[src/rtl/dwt_lift_step.sv]
// One lifting step pair of the 9/7 row DWT: predict d[k] with CoefA, then update s[k] with CoefB,
// with symmetric line-edge extension, round-half-up, optional saturation and line-protocol checks.
module dwt_lift_step #(
    parameter int  DataWidth = 16,
    parameter int  Point     = 10,
    parameter real CoefA     = -0.5,
    parameter real CoefB     = 0.25,
    parameter bit  Saturate  = 1'b1,
    parameter int  MaxPairs  = 256
) (
    input  logic                     clk_i,
    input  logic                     rst_i,
    output logic                     s_ready_o,
    input  logic                     s_valid_i,
    input  logic                     s_sof_i,
    input  logic                     s_eol_i,
    input  logic [2*DataWidth-1:0]   s_data_i,
    input  logic                     m_ready_i,
    output logic                     m_valid_o,
    output logic                     m_sof_o,
    output logic                     m_eol_o,
    output logic [2*DataWidth-1:0]   m_data_o,
    output logic                     err_o
);

    localparam int SW   = DataWidth + 1;
    localparam int CW   = 32;
    localparam int PW   = SW + CW;
    localparam int CNTW = $clog2(MaxPairs + 1);

    // Coefficients rounded to nearest, ties away from zero.
    localparam int IntA = (CoefA >= 0.0) ? $rtoi(CoefA * (2.0 ** Point) + 0.5)
                                         : -$rtoi(-CoefA * (2.0 ** Point) + 0.5);
    localparam int IntB = (CoefB >= 0.0) ? $rtoi(CoefB * (2.0 ** Point) + 0.5)
                                         : -$rtoi(-CoefB * (2.0 ** Point) + 0.5);

    localparam logic signed [PW-1:0] HALF = PW'(1) <<< (Point - 1);
    localparam logic signed [PW:0]   MAXV = {{(PW-DataWidth+2){1'b0}}, {(DataWidth-1){1'b1}}};
    localparam logic signed [PW:0]   MINV = {{(PW-DataWidth+2){1'b1}}, {(DataWidth-1){1'b0}}};

    typedef enum logic [1:0] {IDLE, PEND, FLUSH} state_t;

    state_t state_q, state_d;

    logic signed [DataWidth-1:0] xe_q, xo_q, dprev_q;
    logic                        first_q;
    logic [CNTW-1:0]             cnt_q, cnt_d;

    logic                        out_free, acc;
    logic                        take, new_line, load_out, err_d, at_max;
    logic signed [DataWidth-1:0] in_odd, in_even, xn, d_cur, dm1, s_cur;

    function automatic logic signed [PW-1:0] scale(input logic signed [SW-1:0] sum,
                                                   input logic signed [CW-1:0] coef);
        logic signed [PW-1:0] p;
        p = PW'(sum) * PW'(coef);
        return (p + HALF) >>> Point;
    endfunction

    function automatic logic signed [DataWidth-1:0] fit(input logic signed [PW:0] v);
        if (Saturate && (v > MAXV))
            return MAXV[DataWidth-1:0];
        else if (Saturate && (v < MINV))
            return MINV[DataWidth-1:0];
        else
            return v[DataWidth-1:0];
    endfunction

    // base + round(coef * (a + b)), with the final add done wide before fitting.
    function automatic logic signed [DataWidth-1:0] lift(input logic signed [DataWidth-1:0] base,
                                                         input logic signed [DataWidth-1:0] a,
                                                         input logic signed [DataWidth-1:0] b,
                                                         input logic signed [CW-1:0]        coef);
        logic signed [SW-1:0] sum;
        logic signed [PW:0]   t;
        sum = SW'(a) + SW'(b);
        t   = (PW+1)'(base) + (PW+1)'(scale(sum, coef));
        return fit(t);
    endfunction

    assign in_odd   = s_data_i[2*DataWidth-1:DataWidth];
    assign in_even  = s_data_i[DataWidth-1:0];
    assign out_free = !m_valid_o || m_ready_i;
    assign s_ready_o = !rst_i && (state_q != FLUSH) && out_free;
    assign acc      = s_valid_i && s_ready_o;

    // The right neighbour of the pending even sample is the incoming even, or itself at line end.
    assign xn    = (state_q == FLUSH) ? xe_q : in_even;
    assign d_cur = lift(xo_q, xe_q, xn, IntA);
    assign dm1   = first_q ? d_cur : dprev_q;
    assign s_cur = lift(xe_q, dm1, d_cur, IntB);

    always_ff @(posedge clk_i) begin
        if (rst_i)
            state_q <= IDLE;
        else
            state_q <= state_d;
    end

    always_comb begin
        state_d  = state_q;
        cnt_d    = cnt_q;
        take     = 1'b0;
        new_line = 1'b0;
        load_out = 1'b0;
        err_d    = 1'b0;
        at_max   = 1'b0;
        case (state_q)
            IDLE, PEND: begin
                if (acc) begin
                    if (s_sof_i) begin
                        // A sof while a pair is pending abandons that pair without output.
                        new_line = 1'b1;
                        take     = 1'b1;
                        cnt_d    = CNTW'(1);
                        err_d    = (state_q == PEND);
                    end else if (state_q == PEND) begin
                        take     = 1'b1;
                        load_out = 1'b1;
                        cnt_d    = cnt_q + 1'b1;
                    end else begin
                        err_d    = 1'b1;
                    end
                    if (take) begin
                        at_max  = (cnt_d == CNTW'(MaxPairs));
                        if (at_max && !s_eol_i)
                            err_d = 1'b1;
                        state_d = (s_eol_i || at_max) ? FLUSH : PEND;
                    end
                end
            end
            FLUSH: begin
                if (out_free) begin
                    load_out = 1'b1;
                    state_d  = IDLE;
                end
            end
            default: state_d = IDLE;
        endcase
    end

    always_ff @(posedge clk_i) begin
        if (rst_i) begin
            xe_q      <= '0;
            xo_q      <= '0;
            dprev_q   <= '0;
            first_q   <= 1'b0;
            cnt_q     <= '0;
            m_valid_o <= 1'b0;
            m_sof_o   <= 1'b0;
            m_eol_o   <= 1'b0;
            m_data_o  <= '0;
            err_o     <= 1'b0;
        end else begin
            err_o <= err_d;
            cnt_q <= cnt_d;
            if (take) begin
                xe_q <= in_even;
                xo_q <= in_odd;
            end
            if (load_out)
                dprev_q <= d_cur;
            if (new_line)
                first_q <= 1'b1;
            else if (load_out)
                first_q <= 1'b0;
            if (load_out) begin
                m_valid_o <= 1'b1;
                m_data_o  <= {d_cur, s_cur};
                m_sof_o   <= first_q;
                m_eol_o   <= (state_q == FLUSH);
            end else if (m_ready_i) begin
                m_valid_o <= 1'b0;
            end
        end
    end

endmodule

[config.mk]
export PLATFORM = sky130hd
export DESIGN_NAME = dwt_lift_step
export DESIGN_NICKNAME = d
export VERILOG_FILES = /design/src/rtl/dwt_lift_step.sv
export SDC_FILE = /design/constraint.sdc
export NUM_CORES = 1
export LEC_CHECK = 0
export BUFFER_PORTS_ARGS = -buffer_cell sky130_fd_sc_hd__buf_2
export CORE_MARGIN = 1
export CORE_UTILIZATION = 60
export DETAILED_ROUTE_END_ITERATION = 6
export GPL_TIMING_DRIVEN = 0
export HOLD_SLACK_MARGIN = 0.02
export PLACE_DENSITY_LB_ADDON = 0.3
export SLEW_MARGIN = 5
export SYNTH_ARGS = -nofsm -noshare
export SYNTH_HDL_FRONTEND = slang
export SYNTH_SLANG_ARGS = --single-unit
[constraint.sdc]
create_clock -name clk_i -period 31.3 [get_ports clk_i]
set_input_delay 6.26 -clock clk_i [delete_from_list [all_inputs] [get_ports clk_i]]
set_output_delay 6.26 -clock clk_i [all_outputs]
set_load 0.01 [all_outputs]
* Word level (Yosys, flattened, before mapping)
Index checks and enable logic that the tools add are counted.
** Storage, ports and cells
- Register bits after elaboration :: 96
- Input port bits :: 38
- Word-level logic and storage cells :: 84
** Operators by class
- Add/sub/neg operators :: 8
- $lt $le $gt $ge :: 4
- Eq/ne operators :: 7
- Multiplexer cells :: 36
- Bitwise logic cells :: 2
- Reduce and logical (&&, ||, !) cells :: 16
** Operators by type and width (number)
- 16-bit 2-to-1 mux :: 6
- 16-bit by 16-bit adder with 17-bit output :: 3
- 49-bit by 11-bit adder with 49-bit output (second input constant) :: 1
- 16-bit by 39-bit adder with 40-bit output :: 1
- 40-bit by 16-bit greater-than comparator with 1-bit output (second input constant) :: 1
- 40-bit by 16-bit less-than comparator with 1-bit output (second input constant) :: 1
- 17-bit negator with 40-bit output :: 1
- 9-bit 2-to-1 mux :: 4
- 25-bit by 11-bit adder with 26-bit output (second input constant) :: 1
- 1-bit 2-to-1 mux :: 20
- 17-bit by 16-bit greater-than comparator with 1-bit output (second input constant) :: 1
- 17-bit by 16-bit less-than comparator with 1-bit output (second input constant) :: 1
- 9-bit by 1-bit adder with 9-bit output (second input constant) :: 1
- 9-bit equality test (second input constant) :: 1
- 2-bit 2-to-1 mux :: 4
- 2-bit != test (second input constant) :: 3
- 1-bit logical AND :: 4
- 2-bit one-hot mux with 2 select lines :: 1
- 2-bit nonzero test :: 2
- 1-bit logical NOT :: 3
- 3-bit AND reduction :: 1
- 3-bit OR reduction :: 1
- 2-bit by 1-bit equality test with 1-bit output (second input constant) :: 1
- 2-bit equality test (second input constant) :: 1
- other kinds (7) :: 9

* Depth between registers and ports, before layout
- Depth in word-level cells :: 16
- Mapped depth :: 69
- Depth with buffers taken out :: 64

* Least setup slack after synthesis
No wires, ideal clock.
- Kind :: input to register
- From :: input port s_data_i[1]
- To :: register m_data_o[10]
- Library setup time :: 138 ps
- Arrival :: 18374 ps
- Required time :: 31162 ps
- Slack :: 12788 ps
- Stages :: 61
- Path through :: nand2_1 > o21ai_0 > ha_1 > inv_1 > ha_1 > inv_1 > fa_1 > nor2b_1 > o21ai_0 > a21boi_0 > o21ai_0 > a21boi_0 > o21ai_0 > a21boi_0 > o21ai_0 > a21o_1 > a2111o_1 > a31oi_1 > [... 25 more ...] > a21boi_0 > o21ai_0 > nor2b_1 > xnor2_1 > nand3_1 > or3_1 > xor2_1 > ha_1 > o21a_1 > o21ai_0 > nand2b_1 > a311o_1 > a2111oi_0 > a21o_1 > clkbuf_1 > clkbuf_1 > maj3_1 > a211oi_1
** On the way
- Word-level cells in the longest chain between the ends :: 15
** RTL lines
- start: declaration :: RTL line 17 : input logic [2*DataWidth-1:0] s_data_i,
- 16-bit 2-to-1 mux * :: RTL line 88 : assign xn = (state_q == FLUSH) ? xe_q : in_even;
- 16-bit by 16-bit adder with 17-bit output * :: RTL line 76 : sum = SW'(a) + SW'(b);
- 17-bit negator with 40-bit output (implied by the code) * :: RTL line 56 : p = PW'(sum) * PW'(coef);
- 49-bit by 11-bit adder with 49-bit output * :: RTL line 57 : return (p + HALF) >>> Point;
- 16-bit by 39-bit adder with 40-bit output * :: RTL line 77 : t = (PW+1)'(base) + (PW+1)'(scale(sum, coef));
- 40-bit by 16-bit less-than comparator with 1-bit output :: RTL line 63 : else if (Saturate && (v < MINV))
- 16-bit 2-to-1 mux :: RTL line 63
- 16-bit 2-to-1 mux * :: RTL line 61 : if (Saturate && (v > MAXV))
- 16-bit 2-to-1 mux :: RTL line 90 : assign dm1 = first_q ? d_cur : dprev_q;
- 16-bit by 16-bit adder with 17-bit output * :: RTL line 76
- 25-bit by 11-bit adder with 26-bit output * :: RTL line 57
- 16-bit by 16-bit adder with 17-bit output * :: RTL line 77
- 17-bit by 16-bit less-than comparator with 1-bit output :: RTL line 63
- 16-bit 2-to-1 mux :: RTL line 63
- 16-bit 2-to-1 mux * :: RTL line 61
- end signal: assignment :: RTL line 169 : m_data_o <= {d_cur, s_cur};
- end: declaration :: RTL line 22 : output logic [2*DataWidth-1:0] m_data_o,
Mark *: on every way between the ends. The rest lies on a longest branch, timed or not.
A chain may end at the register's enable or synchronous reset.

* Final worst setup path
- From :: input port s_data_i[1]
- To :: register m_data_o[12]
Same word-level chain as after synthesis.

==> flow_summary_export.csv <==
group,metric,value,unit
yosys,synthDistinctLibCells,85,
yosys,ys_warn_count,0,
clock_tree,clockRootBuffer,"clkbuf_16",
power_and_ir_drop,combPwrFrac,0.671,
yosys,syn_area_per_cell,7.04,um2
place,hpwl,21700,um
power_and_ir_drop,intPower,0.329,mW
worst_setup_path,cp_common_cell,"o21ai_0",
yosys,yosys.area_share.simple,0.253,
floorplan,fp.dieArea,16500,um2
clock_tree,clock-sinks,80,
sta,fin_skew,0.00860,ns
worst_setup_path,cp_slowest_cell,"a2111oi_0",
route,dr.pass1.iters,5,
final_layout,nets,1605,
sta,hold_slack,0.464,ns
sta,fmax,47.7,MHz
route,postRouteAntennaNets,0,
sta,min_period_over_period,0.670,
clock_tree,clkTransAtPathRegs,0.07,ns
sta,setup_viol,0,
power_and_ir_drop,sw_frac_of_total,0.494,
yosys,synth_top_area_frac,0.166,
place,dp.cells,1650,
place,place_ws,10.32,ns
floorplan,core_area,15400,um2
min_path,hp-start,"xo_q[13]$_SDFFE_PP0P_",
power_and_ir_drop,clock_power_share,0.161,
floorplan,rows,45,
yosys,ys_seq_area_frac,0.166,
clock_tree,clk_latency,0.36,ns
power_and_ir_drop,powerDensity,61.8,nW/um2
clock_tree,cts_resized,0,
worst_setup_path,r2r_cells,65,
worst_setup_path,crit_path_max_incr_delay,0.83,ns
route,post_drt_wl_per_cell,16.2,um
final_layout,finalNonFillerCells,1666,
yosys,synth_area_leaders,"dfxtp_1 (17%), ha_1 (15%), a21oi_1 (9.2%)",
sta,final_max_slew_viol_count,0,
clock_tree,cts_buffer_depth,2,
yosys,synth_edf_count,0,
yosys,netlist_area,9620,um2
sta,worst_slack,10.32,ns
floorplan,start_util,0.624,
worst_setup_path,crit_required,31.53,ns
route,drc,0,
final_layout,fillers,1387,
sta,period_needed,20.98,ns
worst_setup_path,arrival,21.21,ns
min_path,min_to,"xo_q[13]$_SDFFE_PP0P_",
yosys,synthArstFlopShare,0,
worst_setup_path,critical_path.startpoint,"s_data_i[1]",
worst_setup_path,crit_path_start_kind,"input pin",
flow_run,drv_cap,0,
yosys,ys.flop_type,"dfxtp_1",
sta,tightest_slew,1.22,ns
place,portBuffers,73,
power_and_ir_drop,power.total,0.651,mW
sta,maxSlewHeadroom,0.182,
clock_tree,postCtsHoldBufs,0,
grt,grt_pass1_vias,9159,
yosys,synth-compound-area-share,0.258,
sta,finalSetupTns,0,ns
grt,grt_pass1_wl,44300,um
sta,rsz0062_at_grt,"no",
floorplan,die_width,129,um
min_path,hold_class,"flip-flop to flip-flop",
power_and_ir_drop,p_switching,0.322,mW
grt,grtUsageTotal,0.334,
route,vias,10071,
clock_tree,cts_htree_levels,3,
grt,grt_max_degree,29,
route,drt_iter0_markers,715,
yosys,synthAdderAreaFrac,0.171,
route,drt_wl_total,27000,um
yosys,synthTopCellsByCount,"a21oi_1 (177), nand2_1 (154), nor2_1 (154)",
worst_setup_path,cp_max_fo,10,
final_layout,drive_above_1_share,0.0921,
power_and_ir_drop,ir_drop,35.7,uV
power_and_ir_drop,leakage,4.50,nW
grt,antenna_found_initial,0,
place,gp_congestion,0.957,
worst_setup_path,cp-end-kind,"flip-flop",
worst_setup_path,regToRegStartpoint,"state_q[1]$_SDFFE_PP0P_",
floorplan,die_y,129,um
yosys,synth-xor-area-share,0.0818,
yosys,synth_fp_nets,1521,
yosys,synth.most_common_cell,"a21oi_1",
yosys,synth_top_family_by_area,"compound AO/OA/AOI/OAI gates",
clock_tree,cts_tree,"built",
yosys,synthCells,1366,
power_and_ir_drop,pwr-share-seq,0.168,
clock_tree,cts_setup_buffers,0,
worst_setup_path,crit_type,"input pin to flip-flop",
min_path,hold_path_depth,2,
yosys,ys_seq_elements,80,
floorplan,pin_count,75,
final_layout,area_delta_synth_final,9.55,%
worst_setup_path,r2r_setup_slack,15.08,ns
run_status,status,"finished, final reports clean",
sta,hold_violations,0,
clock_tree,cts_inserted_buffers,9,
final_layout,n_antenna_cell,0,
yosys,synth_top_area_cell,"dfxtp_1",
worst_setup_path,r2r_end,"m_data_o[12]$_SDFFE_PP0P_",
route,viasPerCell,6.05,
grt,grt-ovfl-total,0,
yosys,synth.mux.area_fraction,0.00975,
-- layout by cell type (no fill, tap or decap), types with 10 or more instances in the layout --
master and count:
a21oi_1 177, nand2_1 154, nor2_1 154, ha_1 113, inv_1 86, buf_2 83, dfxtp_1 80, o21ai_0 58
clkbuf_1 53, xnor2_1 53, a211oi_1 39, xor2_1 35, nor3_1 30, nand3_1 29, a21o_1 23, nand4_1 22
and3_1 18, and2_1 17, maj3_1 15, nand2b_1 13, nor4_1 12, nor2b_1 11, o21bai_1 10
-- how the worst max path moves through the flow --
stage,endpoint
after floorplan,m_data_o[10]$_SDFFE_PP0P_
after global placement,m_data_o[11]$_SDFFE_PP0P_
after detailed placement,m_data_o[9]$_SDFFE_PP0P_
after CTS,m_data_o[9]$_SDFFE_PP0P_
after global routing,m_data_o[12]$_SDFFE_PP0P_
final,m_data_o[12]$_SDFFE_PP0P_
-- stage by stage --
stage	util	cell area, um2
after global routing	0.683	10500
after floorplan	-	9620
after global placement	0.664	10200
after CTS	0.683	10500
final	0.683	10500
after detailed placement	0.664	10200
-- power groups by stage --
stage	Combinational (mW)	Sequential, mW	Clock, mW
finish	0.437	0.109	0.105
CTS	0.428	0.109	0.106
global route	0.483	0.109	0.110
floorplan	0.329	0.111	0
global placement	0.413	0.111	0
detailed placement	0.423	0.111	0
-- state kept, by name, indices dropped and copies added, names as in the netlist --
| signal | count |
|---|---|
| m_data_o | 32 |
| xe_q | 16 |
| xo_q | 16 |
| cnt_q | 9 |
| state_q | 2 |
| err_o | 1 |
| first_q | 1 |
| m_eol_o | 1 |
| m_sof_o | 1 |
| m_valid_o | 1 |
-- cell families after synthesis --
kind of cell	after synthesis
XOR/XNOR	89
AO/OA/AOI/OAI	397
buffers and inverters	151
flip-flops	80
multiplexers	9
AND/OR/NAND/NOR	508
adder cells (fa/ha/maj)	132
-- layout make-up --
cell class | instances | area, um2 | area share
multi-input cells | 1135 | 7440 | 0.706
flip-flops and latches | 80 | 1600 | 0.152
repair buffers | 73 | 365 | 0.0347
inverters | 87 | 327 | 0.0310
well taps | 211 | 264 | 0.0251
plain buffers | 64 | 254 | 0.0241
clock buffers | 9 | 225 | 0.0214
clock inverters | 7 | 63.8 | 0.00605
-- worst max-delay path: cells and delay by family --
family / cells / cell delay [ns]
AO/OA/AOI/OAI: 30 / 6.43
AND/OR/NAND/NOR: 16 / 3.87
adder cells (fa/ha/maj): 8 / 2.40
buffers and inverters: 8 / 1.64
XOR/XNOR: 2 / 0.59
-- routing by layer --
metal	routed length [um]	track usage
met1	12300	0.438
met2	12200	0.554
met3	1560	0.0432
met4	882	0.137
met5	0	0
(Power assumes the default switching activity.)
